File: config.mk
export PLATFORM = sky130hd
export DESIGN_NAME = adder_arbiter_rr
export DESIGN_NICKNAME = d
export VERILOG_FILES = /design/src/rtl/adder_arb_pkg.sv /design/src/rtl/add28_core.sv /design/src/rtl/adder_arbiter_rr.sv
export SDC_FILE = /design/constraint.sdc
export NUM_CORES = 1
export LEC_CHECK = 0
export ABC_CLOCK_PERIOD_IN_PS = 4930
export BUFFER_PORTS_ARGS = -buffer_cell sky130_fd_sc_hd__buf_4
export CAP_MARGIN = 25
export CORE_AREA = 2 2 100 175
export CTS_CLUSTER_SIZE = 8
export DETAILED_ROUTE_END_ITERATION = 12
export DIE_AREA = 0 0 102 177
export GPL_TIMING_DRIVEN = 0
export PLACE_DENSITY_LB_ADDON = 0.05
export SLEW_MARGIN = 30
export SYNTH_ARGS = -nofsm -noshare
export SYNTH_HDL_FRONTEND = slang
export SYNTH_HIERARCHICAL = 1
export SYNTH_SLANG_ARGS = --single-unit
File: constraint.sdc
create_clock -name clk -period 4.93 [get_ports clk]
set_input_delay 0.493 -clock clk [delete_from_list [all_inputs] [get_ports clk]]
set_output_delay 0.493 -clock clk [all_outputs]
set_load 0.05 [all_outputs]
File: src/rtl/adder_arb_pkg.sv
// ---------------------------------------------------------------------------
// adder_arb_pkg
// Shared constants for the round-robin adder arbiter:
//   N_REQ / W          - default requester count and operand width
//   ST_*               - FSM state encoding (IDLE=0, CALC=1, RESP=2)
//   N_BLK, blk_w/blk_lo - carry-select block partition (3,3,4,5,6,7 = 28 bits)
//   rsp_t              - response record {id, sum}
// ---------------------------------------------------------------------------
package adder_arb_pkg;

   localparam int N_REQ = 4;
   localparam int W     = 28;

   localparam logic [1:0] ST_IDLE = 2'd0;
   localparam logic [1:0] ST_CALC = 2'd1;
   localparam logic [1:0] ST_RESP = 2'd2;

   // Square-root carry-select: block widths grow toward the MSB so each
   // block's local ripple finishes about when its select carry arrives.
   localparam int N_BLK = 6;

   function automatic int blk_w(input int i);
      case (i)
         0:       return 3;
         1:       return 3;
         2:       return 4;
         3:       return 5;
         4:       return 6;
         default: return 7;
      endcase
   endfunction

   function automatic int blk_lo(input int i);
      int lo;
      lo = 0;
      for (int k = 0; k < i; k++) lo += blk_w(k);
      return lo;
   endfunction

   typedef struct packed {
      logic [1:0] id;
      logic [W:0] sum;
   } rsp_t;

endpackage

File: src/rtl/add28_core.sv
// ---------------------------------------------------------------------------
// add28_core
// Combinational carry-select adder, sum = a + b + cin, full W+1 bit result.
//   a, b : W-bit operands
//   cin  : carry-in
//   sum  : W+1 bits, carry-out in the MSB
// ---------------------------------------------------------------------------
module add28_core #(
   parameter int W = 28
) (
   input  logic [W-1:0] a,
   input  logic [W-1:0] b,
   input  logic         cin,
   output logic [W:0]   sum
);

   import adder_arb_pkg::*;

   // c[i] is the carry into block i
   logic [N_BLK:0] c;

   assign c[0] = cin;

   for (genvar gi = 0; gi < N_BLK; gi++) begin : g_blk
      localparam int LO = blk_lo(gi);
      localparam int BW = blk_w(gi);

      logic [BW:0] s0;
      logic [BW:0] s1;

      // Both carry-in hypotheses computed in parallel; the incoming carry
      // only drives the mux, not a ripple through the block.
      assign s0 = {1'b0, a[LO +: BW]} + {1'b0, b[LO +: BW]};
      assign s1 = s0 + {{BW{1'b0}}, 1'b1};

      assign sum[LO +: BW] = c[gi] ? s1[BW-1:0] : s0[BW-1:0];
      assign c[gi+1]       = c[gi] ? s1[BW]     : s0[BW];
   end

   assign sum[W] = c[N_BLK];

endmodule

File: src/rtl/adder_arbiter_rr.sv
// ---------------------------------------------------------------------------
// adder_arbiter_rr
// Round-robin arbiter feeding a single registered adder, one op in flight.
//   clk, rstn          - clock, async active-low reset
//   req_valid/ready    - per-requester request / one-hot accept strobe
//   req_a, req_b       - packed operands, requester i at [i*W +: W]
//   req_cin            - per-requester carry-in
//   rsp_valid/ready    - result handshake
//   rsp_sum, rsp_id    - W+1 bit sum and owning requester
//   busy               - FSM not in IDLE
// FSM: IDLE (grant + capture) -> CALC (register sum) -> RESP (hold until taken)
// ---------------------------------------------------------------------------
module adder_arbiter_rr #(
   parameter int N_REQ = adder_arb_pkg::N_REQ,
   parameter int W     = adder_arb_pkg::W
) (
   input  logic               clk,
   input  logic               rstn,
   input  logic [N_REQ-1:0]   req_valid,
   input  logic [N_REQ*W-1:0] req_a,
   input  logic [N_REQ*W-1:0] req_b,
   input  logic [N_REQ-1:0]   req_cin,
   output logic [N_REQ-1:0]   req_ready,
   output logic               rsp_valid,
   output logic [W:0]         rsp_sum,
   output logic [1:0]         rsp_id,
   input  logic               rsp_ready,
   output logic               busy
);

   import adder_arb_pkg::*;

   logic [1:0]   state;
   logic [1:0]   ptr;
   logic [1:0]   own_id;
   logic [W-1:0] op_a;
   logic [W-1:0] op_b;
   logic         op_cin;

   logic         grant_vld;
   logic [1:0]   grant_id;
   logic [1:0]   idx;
   logic [W:0]   sum_c;

   // Round-robin pick: walk from ptr downward in priority so the lowest
   // offset from ptr is the last (winning) assignment.
   always_comb begin
      grant_vld = 1'b0;
      grant_id  = ptr;
      idx       = '0;
      for (int k = N_REQ-1; k >= 0; k--) begin
         idx = ptr + k[1:0];
         if (req_valid[idx]) begin
            grant_vld = 1'b1;
            grant_id  = idx;
         end
      end
   end

   // rstn gating keeps the strobe low while reset is held even though the
   // state is already IDLE and requests may be present.
   assign req_ready = (rstn && state == ST_IDLE && grant_vld)
                    ? (N_REQ'(1) << grant_id) : '0;
   assign rsp_valid = (state == ST_RESP);
   assign busy      = (state != ST_IDLE);

   add28_core #(.W(W)) u_core (
      .a   (op_a),
      .b   (op_b),
      .cin (op_cin),
      .sum (sum_c)
   );

   always_ff @(posedge clk or negedge rstn) begin
      if (!rstn) begin
         state   <= ST_IDLE;
         ptr     <= '0;
         own_id  <= '0;
         op_a    <= '0;
         op_b    <= '0;
         op_cin  <= 1'b0;
         rsp_sum <= '0;
         rsp_id  <= '0;
      end else begin
         case (state)
            ST_IDLE: begin
               if (grant_vld) begin
                  op_a   <= req_a[grant_id*W +: W];
                  op_b   <= req_b[grant_id*W +: W];
                  op_cin <= req_cin[grant_id];
                  own_id <= grant_id;
                  ptr    <= grant_id + 2'd1;
                  state  <= ST_CALC;
               end
            end
            ST_CALC: begin
               rsp_sum <= sum_c;
               rsp_id  <= own_id;
               state   <= ST_RESP;
            end
            ST_RESP: begin
               if (rsp_ready) state <= ST_IDLE;
            end
            default: state <= ST_IDLE;
         endcase
      end
   end

endmodule

Word-level counts from Yosys, hierarchy flattened. Index checks and enable logic that the tools add are counted.

Logic and storage cells: 77. Bits in registers: 94. Input bits: 235.

Reduce and logical (&&, ||, !) cells: 6. Mux-type cells: 34. $mul: 1. Eq/ne operators: 4. Magnitude comparators: 5. Shift operators: 3. Add/sub/neg operators: 16.

Operator list (count): 112-bit by 8-bit variable part select with 28-bit output (2); 2-bit by 3-bit less-than comparator with 1-bit output, second input constant (5); 1-bit two-way mux (15); 2-bit two-way mux (6); 1-bit binary-select mux with 2-bit select (5); 3-bit by 3-bit adder with 4-bit output (2); 4-bit by 1-bit adder with 4-bit output, second input constant (2); 7-bit by 7-bit adder with 8-bit output (1); 8-bit by 1-bit adder with 8-bit output, second input constant (1); 4-bit two-way mux (2); 6-bit by 6-bit adder with 7-bit output (1); 7-bit by 1-bit adder with 7-bit output, second input constant (1); 7-bit two-way mux (1); 5-bit by 5-bit adder with 6-bit output (1); 6-bit by 1-bit adder with 6-bit output, second input constant (1); 3-bit two-way mux (2); 6-bit two-way mux (1); 2-bit case mux with 3 select lines (1); 4-bit by 4-bit adder with 5-bit output (1); 5-bit by 1-bit adder with 5-bit output, second input constant (1); 2-bit by 3-bit multiplier with 5-bit output, second input constant (1); 5-bit two-way mux (1); 2-bit by 1-bit adder with 2-bit output, second input constant (2); 2-bit adder, second input constant (2); 9 further kinds (11).

Longest topological paths before layout.
Depth in word-level cells: 9. Mapped depth: 13.

Hierarchy. Netlist, hierarchy kept.

Modules (own cells, without submodules): adder_arbiter_rr (cells an instance 434, area each 5093.6 um^2, times used 1, seq. area each 2352.3 um^2); add28_core (cells an instance 204, area each 1635.3 um^2, times used 1, seq. area each 0.0 um^2).

Worst setup path before layout. Ideal clock, no wire load.

Path kind: flip-flop to flip-flop. Start: reg op_a[0]. End: reg rsp_sum[22]. Clock period less this slack: 3739 ps. Arrival time: 3614 ps. Required time: 4805 ps. Slack: 1191 ps. Stages on the path, launching flop included: 13. Buffers on the path: 0. Setup time: 125 ps. Path through: dfrtp_1 ha_1 fa_1 xor2_1 nand4_1 xor2_2 a21oi_2 nor4b_4 mux2i_1 mux2i_4 xnor2_1 mux2_1 mux2_2.

Longest elaborated chain between the ends: 8.

Ends and longest elaborated chain: start: declaration (RTL line adder_arbiter_rr.sv:36) `logic [W-1:0] op_a;`; start signal: assignment (RTL line adder_arbiter_rr.sv:88) `op_a <= req_a[grant_id*W +: W];`; 3-bit by 3-bit adder with 4-bit output * (RTL line add28_core.sv:33) `assign s0 = {1'b0, a[LO +: BW]} + {1'b0, b[LO +: BW]};`; 4-bit by 1-bit adder with 4-bit output (RTL line add28_core.sv:34) `assign s1 = s0 + {{BW{1'b0}}, 1'b1};`; 1-bit two-way mux * (5 in series) (RTL line add28_core.sv:37) `assign c[gi+1] = c[gi] ? s1[BW] : s0[BW];`; 7-bit two-way mux * (RTL line add28_core.sv:36) `assign sum[LO +: BW] = c[gi] ? s1[BW-1:0] : s0[BW-1:0];`; via sum_c[22] (RTL line adder_arbiter_rr.sv:43) `logic [W:0] sum_c;`; end signal: assignment (RTL line adder_arbiter_rr.sv:97) `rsp_sum <= sum_c;`; end: declaration (RTL line adder_arbiter_rr.sv:25) `output logic [W:0] rsp_sum,`.

Mark *: on every way through the listed nets, which the timed path passes. The rest lies on a longest branch. A chain may end at the register's enable or synchronous reset.

Final worst setup path. Same ends and word-level chain as after synthesis.

==> flow_summary.ini <==
[layout]
fill_cells = 1519
final_net_count = 1195
drive_gt1_share_pct = 39.2
diodes = 0
area_delta_synth_final_pct = 39.2

[grt]
grt_pass1_wl_mm = 33.8
global_route.usage.total_pct = 24.6
grt_max_degree = 96
first_global_vias = 6616
grt_antenna_before_repair = 0
gr-total-overflow = 0

[timing]
slew_headroom_pct = 48.6
post-route-period-util_pct = 85.6
fin_tns_setup_ns = 0
tightestPinTransition_ns = 0.770
min_period_ns = 4.22
slew_violations = 0
rsz0062_at_grt = false
finalSetupViolCount = 0
fmax_ghz = 0.237
hold_viol_final = 0
clock_skew_ns = 0.0115

[setup_path]
crit_type = reg -> reg
cp.arrival_ns = 4.44
rr_worst_depth = 12
cp.required_ns = 5.15
crit_path_end_kind = flip-flop
start_kind = flip-flop
crit_path_max_fanout = 7

[pwr]
leakage_nw = 4.68
p_int_mw = 3.60
switchingPower_mw = 3.32
sw_frac_of_total_pct = 48.0
vdd.ir_drop.worst_mv = 0.398
comb_power_share_pct = 68.3
clkPwrFrac_pct = 10.6
fin_total_pwr_mw = 6.92
powerDensity_nw_per_um2 = 739
power_frac_seq_pct = 21.1

[logic_synthesis]
async_reset_ff_share_pct = 100
ys_seq_area_share_pct = 35.0
synth_edf_count = 0
syn_area_um2 = 6730
yosysTopAreaCell = dfrtp_1
synthFlopType = dfrtp_1
ys_ff_latch = 94
ys_warn_count = 6
synth_cells = 638
syn_nets = 913
yosys.area.top_type_share_pct = 35.0
yosys-top-cells-area = dfrtp_1 (35%), mux2i_1 (18%), ha_1 (6.3%)
post_synth.cell_area_avg_um2 = 10.5
synth_cell_types = 49

[die]
coreArea_um2 = 16700
initial_core_util_pct = 40.3
die_h_um = 177
num_rows = 63
die_area_um2 = 18100
die_w_um = 102
ios = 272

[drt]
avgViaCountPerCell = 5.29
via_count = 6097
routed_wl_mm = 22.1
first_pass_iters = 4
ant_nets = 0
drc_errors = 0
drt_iter0_drc = 230
wire_per_inst_um = 19.2

[clocking]
cts_tree = built
ctsLongestPathBuffers = 2
cts_made_buffers = 9
postCtsHoldBufs = 0
root_buffer = clkbuf_16
insertion_delay_ns = 0.34
path_clk_slew_ns = 0.07
postCtsSetupBuffers = 0
cts_resized = 0
cts.sinks = 94
htreeDepth = 3

[outcome]
outcome = complete, no violations

[place]
io_buffers = 271
dp_hpwl_mm = 17.8
gp_congestion = 0.828

[worst_hold_path]
min_path_type = in -> async

[flow_run]
maxCapViolations = 0
==> critical path: stages, from the launching register on <==
cell and delay [ns]:
dfrtp_1 0.40, ha_1 0.23, fa_1 0.38, xor2_1 0.22, nand4_1 0.18, xor2_2 0.31, a21oi_2 0.13, nor4b_4 0.39
mux2i_1 0.53, mux2i_4 0.51, xnor2_1 0.22, mux2_1 0.35, mux2_2 0.26
==> layout by cell type, fill, tap and decap left out, types with 3 or more instances in the layout <==
cell | netlist | final
a21o_1 | 10 | 10
a21oi_1 | 14 | 14
and3_1 | 5 | 5
buf_1 | 3 | 3
buf_2 | 10 | 10
buf_4 | 5 | 275
buf_6 | 10 | 10
clkbuf_1 | 9 | 10
clkbuf_16 | 0 | 9
clkbuf_8 | 0 | 3
dfrtp_1 | 94 | 94
fa_1 | 6 | 6
ha_1 | 34 | 34
inv_1 | 20 | 20
mux2_1 | 3 | 3
mux2_2 | 32 | 32
mux2i_1 | 119 | 119
nand2_1 | 80 | 80
nand2b_1 | 4 | 4
nand3_1 | 8 | 8
nand3b_1 | 3 | 3
nand4_1 | 3 | 3
nor2_1 | 17 | 17
nor2b_1 | 6 | 6
nor3_1 | 7 | 7
nor3b_1 | 3 | 3
o21ai_0 | 9 | 9
o21ai_1 | 4 | 4
o221ai_1 | 48 | 48
o221ai_2 | 8 | 8
xnor2_1 | 25 | 25
xor2_1 | 15 | 15
==> kinds of logic after synthesis <==
| kind of cell | synth area share (%) |
|---|---|
| mux | 23.9 |
| simple gates | 10.2 |
| compound gates | 12.6 |
| flops | 35.0 |
| buf+inv | 4.83 |
| xor+xnor | 5.45 |
| fa+ha+maj | 8.11 |
==> cells in the mapped netlist (2+ instances only) <==
cell / number
and3_1: 5
a21oi_2: 2
buf_6: 10
nor3_1: 7
dfrtp_1: 94
nand2_1: 80
xor2_1: 15
a21boi_0: 2
a21o_1: 10
nand4_1: 3
or2_1: 2
nor2b_1: 6
o221ai_1: 48
buf_4: 5
nand3b_1: 3
o21ai_1: 4
nor2_1: 17
and2_1: 2
mux2_2: 32
o221ai_2: 8
a21oi_1: 14
nand2b_1: 4
clkbuf_1: 9
o21bai_1: 2
fa_1: 6
buf_1: 3
o21ai_0: 9
nand3_1: 8
mux2i_1: 119
xnor2_1: 25
nor3b_1: 3
ha_1: 34
inv_1: 20
buf_2: 10
mux2_1: 3
==> state kept, by name, indices dropped and copies added, names as in the netlist <==
signal	count
rsp_sum	29
op_a	28
op_b	28
own_id	2
ptr	2
rsp_id	2
state	2
op_cin	1
==> layer usage <==
metal	up-vias	track usage (%)	share of wire, %
met5	-	0	0
met3	33	3.36	4.6
met4	0	8.67	2.5
met2	209	47.7	57
li1	2897	-	-
met1	2958	26.4	36
==> final timing paths <==
kind,start,endpoint,slack [ns]
min in group clk,rsp_ready,state[1],0.34
hold / removal,rstn,rsp_sum[14],0.22
setup / recovery,op_a[0],rsp_sum[22],0.71
setup reg to reg,op_a[0],rsp_sum[22],0.71
max in group asynchronous,rstn,rsp_sum[2],4.17
hold reg to reg,own_id[0],own_id[0],0.49
==> power by group through the flow <==
stage | combinational, mW | clock [mW] | sequential [mW]
after global placement | 4.63 | 0 | 1.46
after CTS | 4.75 | 0.756 | 1.46
after detailed placement | 4.73 | 0 | 1.47
after floorplan | 3.02 | 0 | 1.84
final | 4.73 | 0.736 | 1.46
after global routing | 5.14 | 0.786 | 1.51
==> cell type report <==
class | instances | area [µm²] | area share (%)
Multi-Input combinational cell | 486 | 4050 | 43.3
Inverter | 21 | 80.1 | 0.855
Timing Repair Buffer | 271 | 2040 | 21.8
Buffer | 37 | 245 | 2.62
Clock buffer | 12 | 256 | 2.74
Clock inverter | 4 | 55.1 | 0.588
Tap cell | 227 | 284 | 3.03
Sequential cell | 94 | 2350 | 25.1
==> stage by stage <==
| step | cells | utilization, % | hold WS (ns) | worst slack (ns) | cell area (µm²) |
|---|---|---|---|---|---|
| global placement | 1136 | 54.1 | 0.455 | 0.712 | 9050 |
| floorplan | 638 | - | 0.197 | 1.19 | 6730 |
| CTS | 1152 | 56.0 | 0.282 | 0.638 | 9360 |
| detailed placement | 1136 | 54.2 | 0.477 | 0.651 | 9050 |
| global route | 1152 | 56.0 | 0.281 | 0.461 | 9370 |
| finish | 1152 | 56.0 | 0.221 | 0.710 | 9370 |
Power figures use the tool's default switching activity.
